$ cat src/rtl/uart_pkg.sv
// Shared definitions for the UART transmit scheduler: register map, FSM encoding, requester count.
package uart_pkg;

   localparam int unsigned NREQ  = 4;
   localparam int unsigned GNT_W = $clog2(NREQ);
   localparam int unsigned REG_W = 2;

   // UART CSR register indices within the bank
   typedef enum logic [REG_W-1:0] {
      REG_RXTX    = 2'b00,
      REG_DIVISOR = 2'b01,
      REG_THRU    = 2'b10,
      REG_CTRL    = 2'b11
   } uart_reg_e;

   localparam logic [1:0] ST_CFG_ENC  = 2'd0;
   localparam logic [1:0] ST_ARB_ENC  = 2'd1;
   localparam logic [1:0] ST_SEND_ENC = 2'd2;
   localparam logic [1:0] ST_WAIT_ENC = 2'd3;

   typedef enum logic [1:0] {
      ST_CFG  = ST_CFG_ENC,
      ST_ARB  = ST_ARB_ENC,
      ST_SEND = ST_SEND_ENC,
      ST_WAIT = ST_WAIT_ENC
   } state_e;

   // One-hot mask of a requester index
   function automatic logic [NREQ-1:0] onehot(input logic [GNT_W-1:0] idx);
      return NREQ'(1) << idx;
   endfunction

endpackage

$ cat src/rtl/rr_arbiter4.sv
// Four-way round-robin picker: first eligible requester after the pointer, wrapping.
module rr_arbiter4
   import uart_pkg::*;
(
   input  logic [NREQ-1:0]  eligible,
   input  logic [GNT_W-1:0] pointer,
   output logic [GNT_W-1:0] winner,
   output logic             any
);

   logic [GNT_W-1:0] idx;

   // Scan farthest-to-nearest so the nearest eligible slot after the pointer is the last one kept
   always_comb begin
      winner = pointer;
      any    = 1'b0;
      idx    = pointer;
      for (int k = NREQ; k >= 1; k--) begin
         idx = pointer + GNT_W'(k);
         if (eligible[idx]) begin
            winner = idx;
            any    = 1'b1;
         end
      end
   end

endmodule

$ cat src/rtl/uart_tx_sched.sv
// Shares one UART transmitter among four byte streams; sole CSR master of that UART.
module uart_tx_sched
   import uart_pkg::*;
#(
   parameter logic [3:0]  csr_addr   = 4'h0,
   parameter int unsigned tx_timeout = 200000
) (
   input  logic                 sys_clk,
   input  logic                 sys_rst_n,
   input  logic [NREQ-1:0]      req_valid,
   input  logic [8*NREQ-1:0]    req_data,
   input  logic [NREQ-1:0]      req_last,
   output logic [NREQ-1:0]      req_ready,
   input  logic [15:0]          cfg_divisor,
   input  logic                 cfg_req,
   input  logic                 tx_irq,
   output logic [14:0]          csr_a,
   output logic                 csr_we,
   output logic [31:0]          csr_di,
   output logic [GNT_W-1:0]     grant,
   output logic                 busy,
   output logic                 timeout_err,
   input  logic                 err_clr
);

   localparam int unsigned           WDOG_W    = $clog2(tx_timeout);
   localparam logic [WDOG_W-1:0]     WDOG_LAST = WDOG_W'(tx_timeout - 1);

   state_e            state_q, state_d;
   logic [GNT_W-1:0]  grant_q, grant_d;
   logic [GNT_W-1:0]  ptr_q, ptr_d;
   logic              lock_q, lock_d;
   logic              cfg_pend_q, cfg_pend_d;
   logic [WDOG_W-1:0] wdog_q, wdog_d;
   logic [NREQ-1:0]   req_ready_q, req_ready_d;
   logic              csr_we_q, csr_we_d;
   uart_reg_e         csr_reg_q, csr_reg_d;
   logic [31:0]       csr_di_q, csr_di_d;
   logic              busy_q, busy_d;
   logic              timeout_err_q, timeout_err_d;

   logic [NREQ-1:0]   eligible;
   logic [GNT_W-1:0]  arb_winner;
   logic              arb_any;
   logic [7:0]        owner_byte;

   // While a packet is open only its owner may compete
   assign eligible   = lock_q ? (onehot(grant_q) & req_valid) : req_valid;
   assign owner_byte = req_data[{grant_q, 3'b000} +: 8];

   rr_arbiter4 u_arb (
      .eligible (eligible),
      .pointer  (ptr_q),
      .winner   (arb_winner),
      .any      (arb_any)
   );

   // Next-state and next-output logic
   always_comb begin
      state_d       = state_q;
      grant_d       = grant_q;
      ptr_d         = ptr_q;
      lock_d        = lock_q;
      cfg_pend_d    = cfg_pend_q | cfg_req;
      wdog_d        = wdog_q;
      req_ready_d   = '0;
      csr_we_d      = 1'b0;
      csr_reg_d     = csr_reg_q;
      csr_di_d      = csr_di_q;
      timeout_err_d = err_clr ? 1'b0 : timeout_err_q;

      unique case (state_q)
         ST_CFG: begin
            csr_we_d  = 1'b1;
            csr_reg_d = REG_DIVISOR;
            csr_di_d  = {16'd0, cfg_divisor};
            state_d   = ST_ARB;
         end
         ST_ARB: begin
            if (cfg_pend_q && !lock_q) begin
               cfg_pend_d = cfg_req;
               state_d    = ST_CFG;
            end else if (arb_any) begin
               grant_d = arb_winner;
               ptr_d   = arb_winner;
               state_d = ST_SEND;
            end
         end
         ST_SEND: begin
            // A requester that dropped valid early gets no write; re-arbitrate
            if (!req_valid[grant_q]) begin
               state_d = ST_ARB;
            end else begin
               csr_we_d    = 1'b1;
               csr_reg_d   = REG_RXTX;
               csr_di_d    = {24'd0, owner_byte};
               req_ready_d = onehot(grant_q);
               lock_d      = ~req_last[grant_q];
               wdog_d      = '0;
               state_d     = ST_WAIT;
            end
         end
         ST_WAIT: begin
            wdog_d = wdog_q + WDOG_W'(1);
            if (tx_irq) begin
               state_d = ST_ARB;
            end else if (wdog_q == WDOG_LAST) begin
               timeout_err_d = 1'b1;
               lock_d        = 1'b0;
               state_d       = ST_ARB;
            end
         end
         default: state_d = ST_CFG;
      endcase

      busy_d = (state_d != ST_ARB) || lock_d;
   end

   // State and output registers
   always_ff @(posedge sys_clk or negedge sys_rst_n) begin
      if (!sys_rst_n) begin
         state_q       <= ST_CFG;
         grant_q       <= '0;
         ptr_q         <= GNT_W'(NREQ - 1);
         lock_q        <= 1'b0;
         cfg_pend_q    <= 1'b0;
         wdog_q        <= '0;
         req_ready_q   <= '0;
         csr_we_q      <= 1'b0;
         csr_reg_q     <= REG_RXTX;
         csr_di_q      <= '0;
         busy_q        <= 1'b1;
         timeout_err_q <= 1'b0;
      end else begin
         state_q       <= state_d;
         grant_q       <= grant_d;
         ptr_q         <= ptr_d;
         lock_q        <= lock_d;
         cfg_pend_q    <= cfg_pend_d;
         wdog_q        <= wdog_d;
         req_ready_q   <= req_ready_d;
         csr_we_q      <= csr_we_d;
         csr_reg_q     <= csr_reg_d;
         csr_di_q      <= csr_di_d;
         busy_q        <= busy_d;
         timeout_err_q <= timeout_err_d;
      end
   end

   assign req_ready   = req_ready_q;
   assign csr_we      = csr_we_q;
   assign csr_a       = {1'b0, csr_addr, 8'd0, csr_reg_q};
   assign csr_di      = csr_di_q;
   assign grant       = grant_q;
   assign busy        = busy_q;
   assign timeout_err = timeout_err_q;

endmodule
$ cat config.mk
export PLATFORM = sky130hd
export DESIGN_NAME = uart_tx_sched
export DESIGN_NICKNAME = d
export VERILOG_FILES = /design/src/rtl/uart_pkg.sv /design/src/rtl/rr_arbiter4.sv /design/src/rtl/uart_tx_sched.sv
export SDC_FILE = /design/constraint.sdc
export NUM_CORES = 1
export LEC_CHECK = 0
export CORE_MARGIN = 3
export CORE_UTILIZATION = 50
export DETAILED_ROUTE_END_ITERATION = 12
export DONT_BUFFER_PORTS = 1
export PLACE_DENSITY = 0.72
export SLEW_MARGIN = 25
export SYNTH_ARGS = -nofsm -noshare
export SYNTH_HDL_FRONTEND = slang
export SYNTH_SLANG_ARGS = --single-unit
$ cat constraint.sdc
create_clock -name sys_clk -period 2.93 [get_ports sys_clk]
set_clock_uncertainty 0.2 [all_clocks]
set_input_delay 0.4395 -clock sys_clk [delete_from_list [all_inputs] [get_ports sys_clk]]
set_output_delay 0.4395 -clock sys_clk [all_outputs]
set_load 0.005 [all_outputs]
Word level (Yosys, flattened, before mapping)
Index checks and enable logic that the tools add are counted.
{ "totals": {"regBits": 67, "latch_bits": 0, "ramBits": 0, "mem_bits_ro": 0, "input_bits": 61, "output_inout_bits": 56, "elab_cells": 88, "memories": 0} }
{ "classes": {"addsub": 4, "multipliers": 0, "div_mod_pow": 0, "n_lt_le_gt_ge": 5, "n_eq_ne": 6, "shift": 2, "n_mux": 46, "n_bitwise": 4, "reduce_logical": 9} }
{ "op_table": {"columns": ["cell", "n"], "rows": [
  ["$pmux W32 S2", 1],
  ["$pmux W18 S2", 1],
  ["$mux W32", 1],
  ["$shiftx A32 B6 Y8", 1],
  ["$mux W1", 20],
  ["$add A18 B1 Y18 const B", 1],
  ["$eq A18 B18 Y1 const B", 1],
  ["$mux W18", 1],
  ["$mux W2", 9],
  ["$lt A2 B3 Y1 const B", 5],
  ["$bmux W1 S2", 6],
  ["$mux W4", 3],
  ["$pmux W2 S4", 1],
  ["$add A2 B2 Y2 const B", 2],
  ["$and A4 B4 Y4", 1],
  ["$eq A2 B2 Y1 const B", 2],
  ["$pmux W1 S2", 2],
  ["$pmux W2 S2", 1],
  ["$reduce_and A2 Y1", 2],
  ["$reduce_bool A2 Y1", 2],
  ["$shl A1 B2 Y4 const A", 1],
  ["$reduce_and A3 Y1", 1],
  ["$add A2 B1 Y2 const B", 1],
  ["$eq A2 B1 Y1 const B", 1],
  ["other kinds (8)", 9]
]} }

Longest topological paths before layout
{ "logic_depth": {"ltp_word": 14, "depth_mapped": 8, "ltp_nobuf": 6} }

Modules after synthesis
From an unflattened synthesis, not the netlist that was laid out.
{ "hier_totals": {"hier_cells": 276, "hier_area_um2": 2849.0} }
{ "modules_own_cells": {"columns": ["module", "instances", "cells_per_inst", "area_per_inst_um2", "seq_area_each_um2"], "rows": [
  ["uart_tx_sched", 1, 262, 2766.4, 1255.0],
  ["rr_arbiter4", 1, 14, 82.6, 0.0]
]} }

Least setup slack after synthesis
Ideal clock, no wire load.
{ "synth_timing": {"path_kind": "reg-to-reg", "from": "reg grant_q[1] (netlist: grant[1])", "to": "reg wdog_q[9]", "setup_ns": 0.120, "arrival_ns": 1.560, "t_required_ns": 2.610, "path_slack_ns": 1.050, "path_stages_with_launch": 8, "path_buffers": 2, "synth_period_minus_slack_ns": 1.880, "cell_sequence": "dfrtp_1 > buf_6 > mux4_2 > o21ai_4 > buf_6 > nor3_2 > xnor2_1 > nor2_1"} }
{ "synth_between": {"elab_chain_len": 4} }
{ "synth_rtl": {"columns": ["item", "line", "source"], "rows": [
  ["start: declaration", "uart_tx_sched.sv:30", "logic [GNT_W-1:0] grant_q, grant_d;"],
  ["start signal: assignment", "uart_tx_sched.sv:136", "grant_q <= grant_d;"],
  ["$bmux W1 S2", "uart_tx_sched.sv:91", "if (!req_valid[grant_q]) begin"],
  ["$mux W1 (not written as such)", "uart_tx_sched.sv:91", null],
  ["$ne A2 B2 Y1 (no line)", null, null],
  ["$reduce_and A2 Y1 (no line)", null, null],
  ["end signal: assignment", "uart_tx_sched.sv:140", "wdog_q <= wdog_d;"],
  ["end: declaration", "uart_tx_sched.sv:34", "logic [WDOG_W-1:0] wdog_q, wdog_d;"]
]} }
Every way passes these cells. The select of a mux whose other input is x is not followed.
A chain may end at the register's enable or synchronous reset.

Worst setup path in the final report
{ "layout_timing": {"from": "reg state_q[1]", "to": "reg wdog_q[11]"} }
{ "layout_between": {"elab_chain_len": 3, "word_cells_on_any_way": 6, "cone_classes": "3 x eq/ne; 1 x mux; 2 x reduce/logical"} }
{ "layout_rtl": {"columns": ["item", "line", "source"], "rows": [
  ["start: declaration", "uart_tx_sched.sv:29", "state_e state_q, state_d;"],
  ["start signal: assignment", "uart_tx_sched.sv:135", "state_q <= state_d;"],
  ["$eq A2 B2 Y1", "uart_tx_sched.sv:72", "unique case (state_q)"],
  ["$ne A2 B2 Y1 (no line) / $reduce_bool A2 Y1 (equally long branches)", null, null],
  ["$reduce_and A2 Y1 (no line)", null, null]
]} }
Several ways; a longest one is shown, not always the timed one.

==> key figures <==
Status
  – Status: finished, final reports clean

Power and ir drop
  – Psw: 1.139 mW
  – P_int: 1.630 mW
  – Seq pwr share: 46.4%
  – Pleak: 1.279 nW
  – Worst vdd ir: 416.8 uV
  – Total power: 2.770 mW
  – Sw Ratio: 41.14%
  – Logic pwr share: 38.1%
  – Clk pwr share: 15.5%
  – Pwr dens: 908.3 nW/um^2

Synthesis
  – Post-Syn Area: 3038 um^2
  – Syn Area/Cell: 10.33 um^2
  – Compound-Gate Fraction of Synth Area: 18.62%
  – Simple-Gate Fraction of Synth Area: 15.20%
  – Asr flop ratio synth: 100.0%
  – Syn Inst Count: 294
  – Seq/Total Area, Yosys: 41.31%
  – Largest family of logic cells by synthesized area: compound AO/OA/AOI/OAI gates
  – Count of unique library cells instantiated by Yosys: 60
  – Post-Synth XOR/XNOR Area: 0.8649%
  – Post-Synth Adder-Cell Area: 0.4119%
  – Multiplexer area fraction after synthesis: 10.87%
  – EDFF count, synth: 0
  – YS warnings: 0
  – Top FF cell, synth: dfrtp_1
  – Yosys reg bits: 50

Drt
  – Via count: 2,116
  – Post-route ant nets: 0
  – Pre-antenna DRT Iters: 4
  – Wire length per cell: 16.95 um
  – Initial drt markers: 37
  – Residual DRC: 0
  – Vias per Instance: 5.829
  – WL final: 6154 um

GRT
  – Vias in the first global route: 2,041
  – Total grt overflow: 0
  – Global-route usage over all layers: 17.69%
  – Largest net degree at the start of global routing: 51
  – Initial antenna violation count: 0
  – First-pass GRT wire length: 10,150 um

Critical path
  – Critical path capture point type: flop
  – Worst R2R Start: state_q[1]
  – CP arrival: 2230 ps
  – CP required: 2910 ps
  – Critical path depth in cells: 5
  – Crit-path max FO: 10
  – Reg2reg end: wdog_q[11]
  – Critical-path cell list: nor2b_1 -> o2111ai_1 -> and2_1 -> nand3_1 -> o21ai_0
  – Length in cells of the worst reg-to-reg path: 5
  – R2r setup slk: 680 ps
  – Critical path's slowest cell: dfrtp_1
  – Cell family with most CP delay: simple AND/OR/NAND/NOR gates
  – Setup crit start kind: flop
  – Max incr delay on CP: 530 ps
  – WP buf/inv: 0
  – Worst setup path category: reg2reg

Min path
  – Hold Crit Start: err_clr
  – Hold Crit Class: in2reg
  – Hold EP: timeout_err
  – Hold Crit Depth: 1

Timing
  – Setup WS post-layout: 683.5 ps
  – Final setup vio count: 0
  – Max Freq: 0.4451 GHz
  – Relative slew slack: 54.65%
  – Final period demand of the worst path: 2246 ps
  – Slew @ Worst Pin: 677.7 ps
  – Pins Over Slew Limit: 0
  – RSZ-0062 raised after global routing: false
  – Hold Vio Cnt, Final: 0
  – TNS Setup: 0 ps
  – Final Cycle Share: 76.67%

Final layout
  – Final Instance Area: 3049 um^2
  – Register area: 1255 um^2
  – Fill cells: 509
  – Non-Filler Instances: 363
  – Syn-to-layout area delta: 0.3705%
  – Area of the multi-input gates: 1509 um^2
  – # nets final: 352
  – Layout cells sized above 1: 13.40%
  – Diodes inserted: 0

Die
  – Die width: 83.95 um
  – Core ar.: 5675 um^2
  – Row Count: 27
  – # IOs: 117
  – Initial Utilization: 53.53%
  – Die area: 7047 um^2
  – Die height: 83.95 um

CTS
  – Cts bufs inserted: 5
  – H-tree depth: 2
  – Clock root cell: clkbuf_8
  – Clk slew on worst S/H paths: 90 ps
  – # Post-CTS Setup Buffers: 0
  – Clock buffer depth: 2
  – Clk sinks: 50
  – Clk_lat worst skew: 320 ps
  – CTS tree: built

Placement
  – Post-DP HPWL: 4662 um
  – Post-place setup slack: 646.1 ps
  – Port bufs: 0
  – Placed Area: 2914 um^2
  – RePlAce Congestion: 0.8926
  – Placed Cells: 353

Flow run
  – Max_cap viols: 0
## stage by stage
stage | hold slack, ps | util (%)
4_1_cts | 0.1398 | 53.73
3_3_place_gp | -55.08 | 51.34
6_report | 10.08 | 53.73
5_1_grt | 2.045 | 53.73
2_1_floorplan | -56.09 | -
3_5_place_dp | -55.02 | 51.34
## Yosys cell counts (2+ instances only)
cell type / n / share of area (%)
nor2_1: 14 / 1.7
nand2_1: 23 / 2.8
o311ai_0: 2 / 0.58
o211ai_2: 2 / 0.82
o31ai_1: 2 / 0.49
buf_4: 34 / 8.4
buf_2: 3 / 0.49
buf_6: 6 / 2.2
and2_1: 4 / 0.82
and4_1: 2 / 0.58
nand3_1: 11 / 1.8
a21boi_0: 3 / 0.74
and3_1: 2 / 0.41
mux4_2: 10 / 7.4
nor3_1: 2 / 0.33
a22o_1: 9 / 2.6
o31ai_2: 2 / 0.82
nor2b_1: 3 / 0.62
dfrtp_1: 47 / 39
inv_1: 10 / 1.2
a31oi_1: 2 / 0.41
o21ai_1: 3 / 0.49
clkbuf_1: 2 / 0.25
xnor2_1: 2 / 0.58
mux2i_1: 9 / 3.0
dfstp_2: 3 / 2.6
a211oi_1: 2 / 0.49
a21oi_1: 5 / 0.82
o22ai_1: 2 / 0.41
nand2b_1: 6 / 1.2
o211ai_1: 3 / 0.74
o21ai_0: 29 / 4.8
nand4_1: 8 / 1.6
## worst max-delay path by stage
stage / start / to / slack (ps)
2_1_floorplan: grant[1] / wdog_q[9] / 1050
3_3_place_gp: grant[0] / state_q[1] / 710
3_5_place_dp: state_q[1] / wdog_q[11] / 650
4_1_cts: state_q[1] / wdog_q[11] / 640
5_1_grt: state_q[1] / wdog_q[11] / 460
6_report: state_q[1] / wdog_q[11] / 680
## repair_timing
| item | CTS | global route |
|---|---|---|
| gates resized for setup | 0 | 0 |
| endpoints found under the hold margin | 50 | 0 |
| hold buffers | 2 | 0 |
## per-layer routing
metal  vias up  GRT usage (%)  wire length (um)  share of wire, %
li1       1002              -                 -                 -
met1      1035          23.27              2619                43
met2        69          28.92              3069                50
met3        10          3.060               337               5.5
met4         0          7.164               127               2.1
met5         -              0                 0                 0
## state kept, by name (all words and copies together) (netlist names)
name / flops
busy: 1
cfg_pend_q: 1
csr_di: 16
csr_reg_q: 1
csr_we: 1
grant: 2
lock_q: 1
ptr_q: 2
req_ready: 4
state_q: 2
timeout_err: 1
wdog_q: 18
## final cells by class
type / instances / area share (%)
clock buffers: 5 / 2.257
multi-input cells: 218 / 49.49
flip-flops and latches: 50 / 41.16
well taps: 72 / 2.954
clock inverters: 3 / 0.9438
repair buffers: 5 / 1.970
inverters: 10 / 1.231
## power by group through the flow
stage | Combinational (mW) | Sequential (mW) | Clock [mW]
after floorplan | 1.05 | 1.15 | 0
after global placement | 1.01 | 1.29 | 0
after detailed placement | 1.05 | 1.30 | 0
after CTS | 1.07 | 1.29 | 0.446
after global routing | 1.19 | 1.33 | 0.480
final | 1.06 | 1.28 | 0.430
## cell usage in the layout (no fill, tap or decap), types with 4 or more instances in the layout
| cell type | n |
|---|---|
| clkbuf_8 | 5 |
| and2_1 | 4 |
| nand2_1 | 23 |
| nand3_1 | 11 |
| nor2_1 | 14 |
| a21oi_1 | 5 |
| nand4_1 | 8 |
| mux2i_1 | 9 |
| o21ai_0 | 29 |
| a22o_1 | 9 |
| mux4_2 | 10 |
| conb_1 | 30 |
| nand2b_1 | 6 |
| dfrtp_1 | 47 |
| inv_1 | 10 |
## cells by family after synthesis
| logic type | after synthesis |
|---|---|
| buffers and inverters | 55 |
| AO/OA/AOI/OAI | 78 |
| multiplexers | 20 |
| other | 1 |
| adder cells (fa/ha/maj) | 1 |
| XOR/XNOR | 3 |
| flip-flops | 50 |
| AND/OR/NAND/NOR | 86 |
(Power assumes the default switching activity.)
==> RTL edit: new RTL, config.mk and constraints unchanged <==
Register the output `timeout_err` once more, without a reset; this adds one clock of latency there. The other outputs are not delayed to match.
--- a/src/rtl/uart_tx_sched.sv
+++ b/src/rtl/uart_tx_sched.sv
@@ -154,5 +154,7 @@
    assign grant       = grant_q;
    assign busy        = busy_q;
-   assign timeout_err = timeout_err_q;
+   always_ff @(posedge sys_clk) begin
+      timeout_err <= timeout_err_q;
+   end
 
 endmodule
Formal check against the unedited RTL: same outputs for any inputs over 10 cycles, from zero or initial values and one cycle with sys_rst_n low; that may be too few to reach the edited logic, so the function may still have changed.
==> RTL edit against the original RTL <==
Sequential share of layout area is 0.27 points higher; cell count increased by 0.55%; critical path type unchanged; largest cell class unchanged; utilization increased by 0.19 points; clock power decreased by 1%; wire length increased by 4.8%; non-clock buffer count rose by 1; largest power group unchanged; total power rose by 0.99%; sequential cell count is 1 higher; highest routed layer unchanged; final area grew 0.94%; synthesized area increased by 0.66%; worst setup slack improved by 0.094 ns.
==> RTL edit: results (changes against the original RTL) <==
- IO Port Bufs: 0 (unchanged)
- Non-filler cells, final: 365 (+0.55%)
- Crit Path Max Fanout: 10 (unchanged)
- Final-stage net count: 354 (+0.57%)
- 1st-iter DRT viols: 142 (+280%)
- RD Place Congestion: 0.863 (-3.3%)
- H-tree depth: 2 (unchanged)
- Via-per-instance ratio: 5.90 (+1.3%)
- Fillers: 504 (-0.98%)
- Placed Cells: 355 (+0.57%)
- Commonest cells post-synth: dfrtp_1, buf_4, o21ai_0
- Internal: 1.67 mW (+2.2%)
- Vias in the first global route: 2,167 (+6.2%)
- Async set-reset flop share out of synthesis: 98.0% (-2.0 points)
- Detail Route Antenna Nets: 0 (unchanged)
- Slew headroom: 58.9% (+4.3 points)
- GRT Resource Usage Total: 18.7% (+1.0 points)
- CP arrival: 2.14 ns (-0.09 ns)
- Status: finished, final reports clean
- Post-CTS setup buffers: 0 (unchanged)
- DP HPWL: 4.90 mm (+5.1%)
- Top cells by area, synth: dfrtp_1, buf_4, mux4_2
- Pre-CTS setup slack: 0.783 ns (+0.137 ns)
- TritonCTS buffer count: 5 (unchanged)
- Count of cell types in the netlist: 61 (+1.7%)
- Avg Cell Area, Syn: 10.4 um2 (+0.32%)
- Sequential cell area fraction in the yosys report: 41.7% (+0.38 points)
- Layout cell share with drive strength beyond 1: 13.7% (+0.25 points)
- Number of inserted diodes: 0 (unchanged)
- Largest Register: wdog_q
- Skew-Pair Late Insertion Delay: 0.30 ns (-0.02 ns)
- Post-DP Area: 0.00294 mm2 (+0.94%)
- Max VDD drop: 410 uV (-1.7%)
- DR WL/cell: 17.7 um (+4.2%)
- First-pass GRT wire length: 10.8 mm (+5.9%)
- Yosys Warn Count: 0 (unchanged)
- Pleak: 1.29 nW (+0.74%)
- Clk pin slew, worst setup/hold paths: 0.09 ns (about the same)
-- RTL edit: cell types whose count changed after synthesis --
cell / delta
dfxtp_1: +1
-- RTL edit: cells by family after synthesis --
family	count (synthesis)	synth area share, %
buffers and inverters	55	12.5
adder cells (fa/ha/maj)	1	0.409
XOR/XNOR	3	0.859
AO/OA/AOI/OAI	78	18.5
AND/OR/NAND/NOR	86	15.1
flip-flops	51	41.7
other	1	0.123
multiplexers	20	10.8
-- RTL edit: critical path: stages (launching register included) --
cell      delay (ns)
dfrtp_1         0.60
nand2_4         0.15
or3_4           0.43
or2_0           0.35
o211ai_2        0.23
o31ai_2         0.08
-- RTL edit: layer usage --
layer / vias up / track usage, % / wire length, um
li1: 1012 / - / -
met1: 1023 / 25.3 / 2710
met2: 110 / 30.0 / 3010
met3: 10 / 4.51 / 623
met4: 0 / 5.85 / 106
met5: - / 0 / 0
-- RTL edit: path summary, 6_finish.rpt --
path / from / slack (ns) / cells past startpoint / endpoint
setup / recovery: state_q[0]$_DFF_PN0_ / 0.78 / 5 / wdog_q[17]$_DFFE_PN0P_
hold / removal: err_clr / 0.02 / 1 / timeout_err_q$_DFF_PN0_
max in group asynchronous: sys_rst_n / 1.80 / 2 / ptr_q[1]$_DFFE_PN1P_
min in group asynchronous: sys_rst_n / 0.44 / 2 / csr_di[8]$_DFFE_PN0P_
hold reg to reg: timeout_err_q$_DFF_PN0_ / 0.19 / 0 / timeout_err$_DFF_P_
setup reg to reg: state_q[0]$_DFF_PN0_ / 0.78 / 5 / wdog_q[17]$_DFFE_PN0P_
-- RTL edit: power by group through the flow --
| stage | clock network, mW | logic, mW | registers, mW |
|---|---|---|---|
| finish | 0.425 | 1.08 | 1.29 |
| global route | 0.463 | 1.22 | 1.34 |
| CTS | 0.431 | 1.09 | 1.29 |
| detailed placement | 0 | 1.06 | 1.31 |
| global placement | 0 | 1.03 | 1.30 |
| floorplan | 0 | 1.05 | 1.16 |
-- RTL edit: layout make-up --
cell class	instances	area [um2]	area share, %
clock buffer	6	82.6	2.68
clock inverter	2	16.3	0.528
inverter	10	37.5	1.22
multi-input combinational	218	1510	49.0
sequential	51	1270	41.4
tap	72	90.1	2.93
timing repair buffer	6	67.6	2.20
-- RTL edit: timing repair --
action	CTS	global route
hold endpoints to repair	50	0
gates resized for setup	0	0
hold buffers	2	0
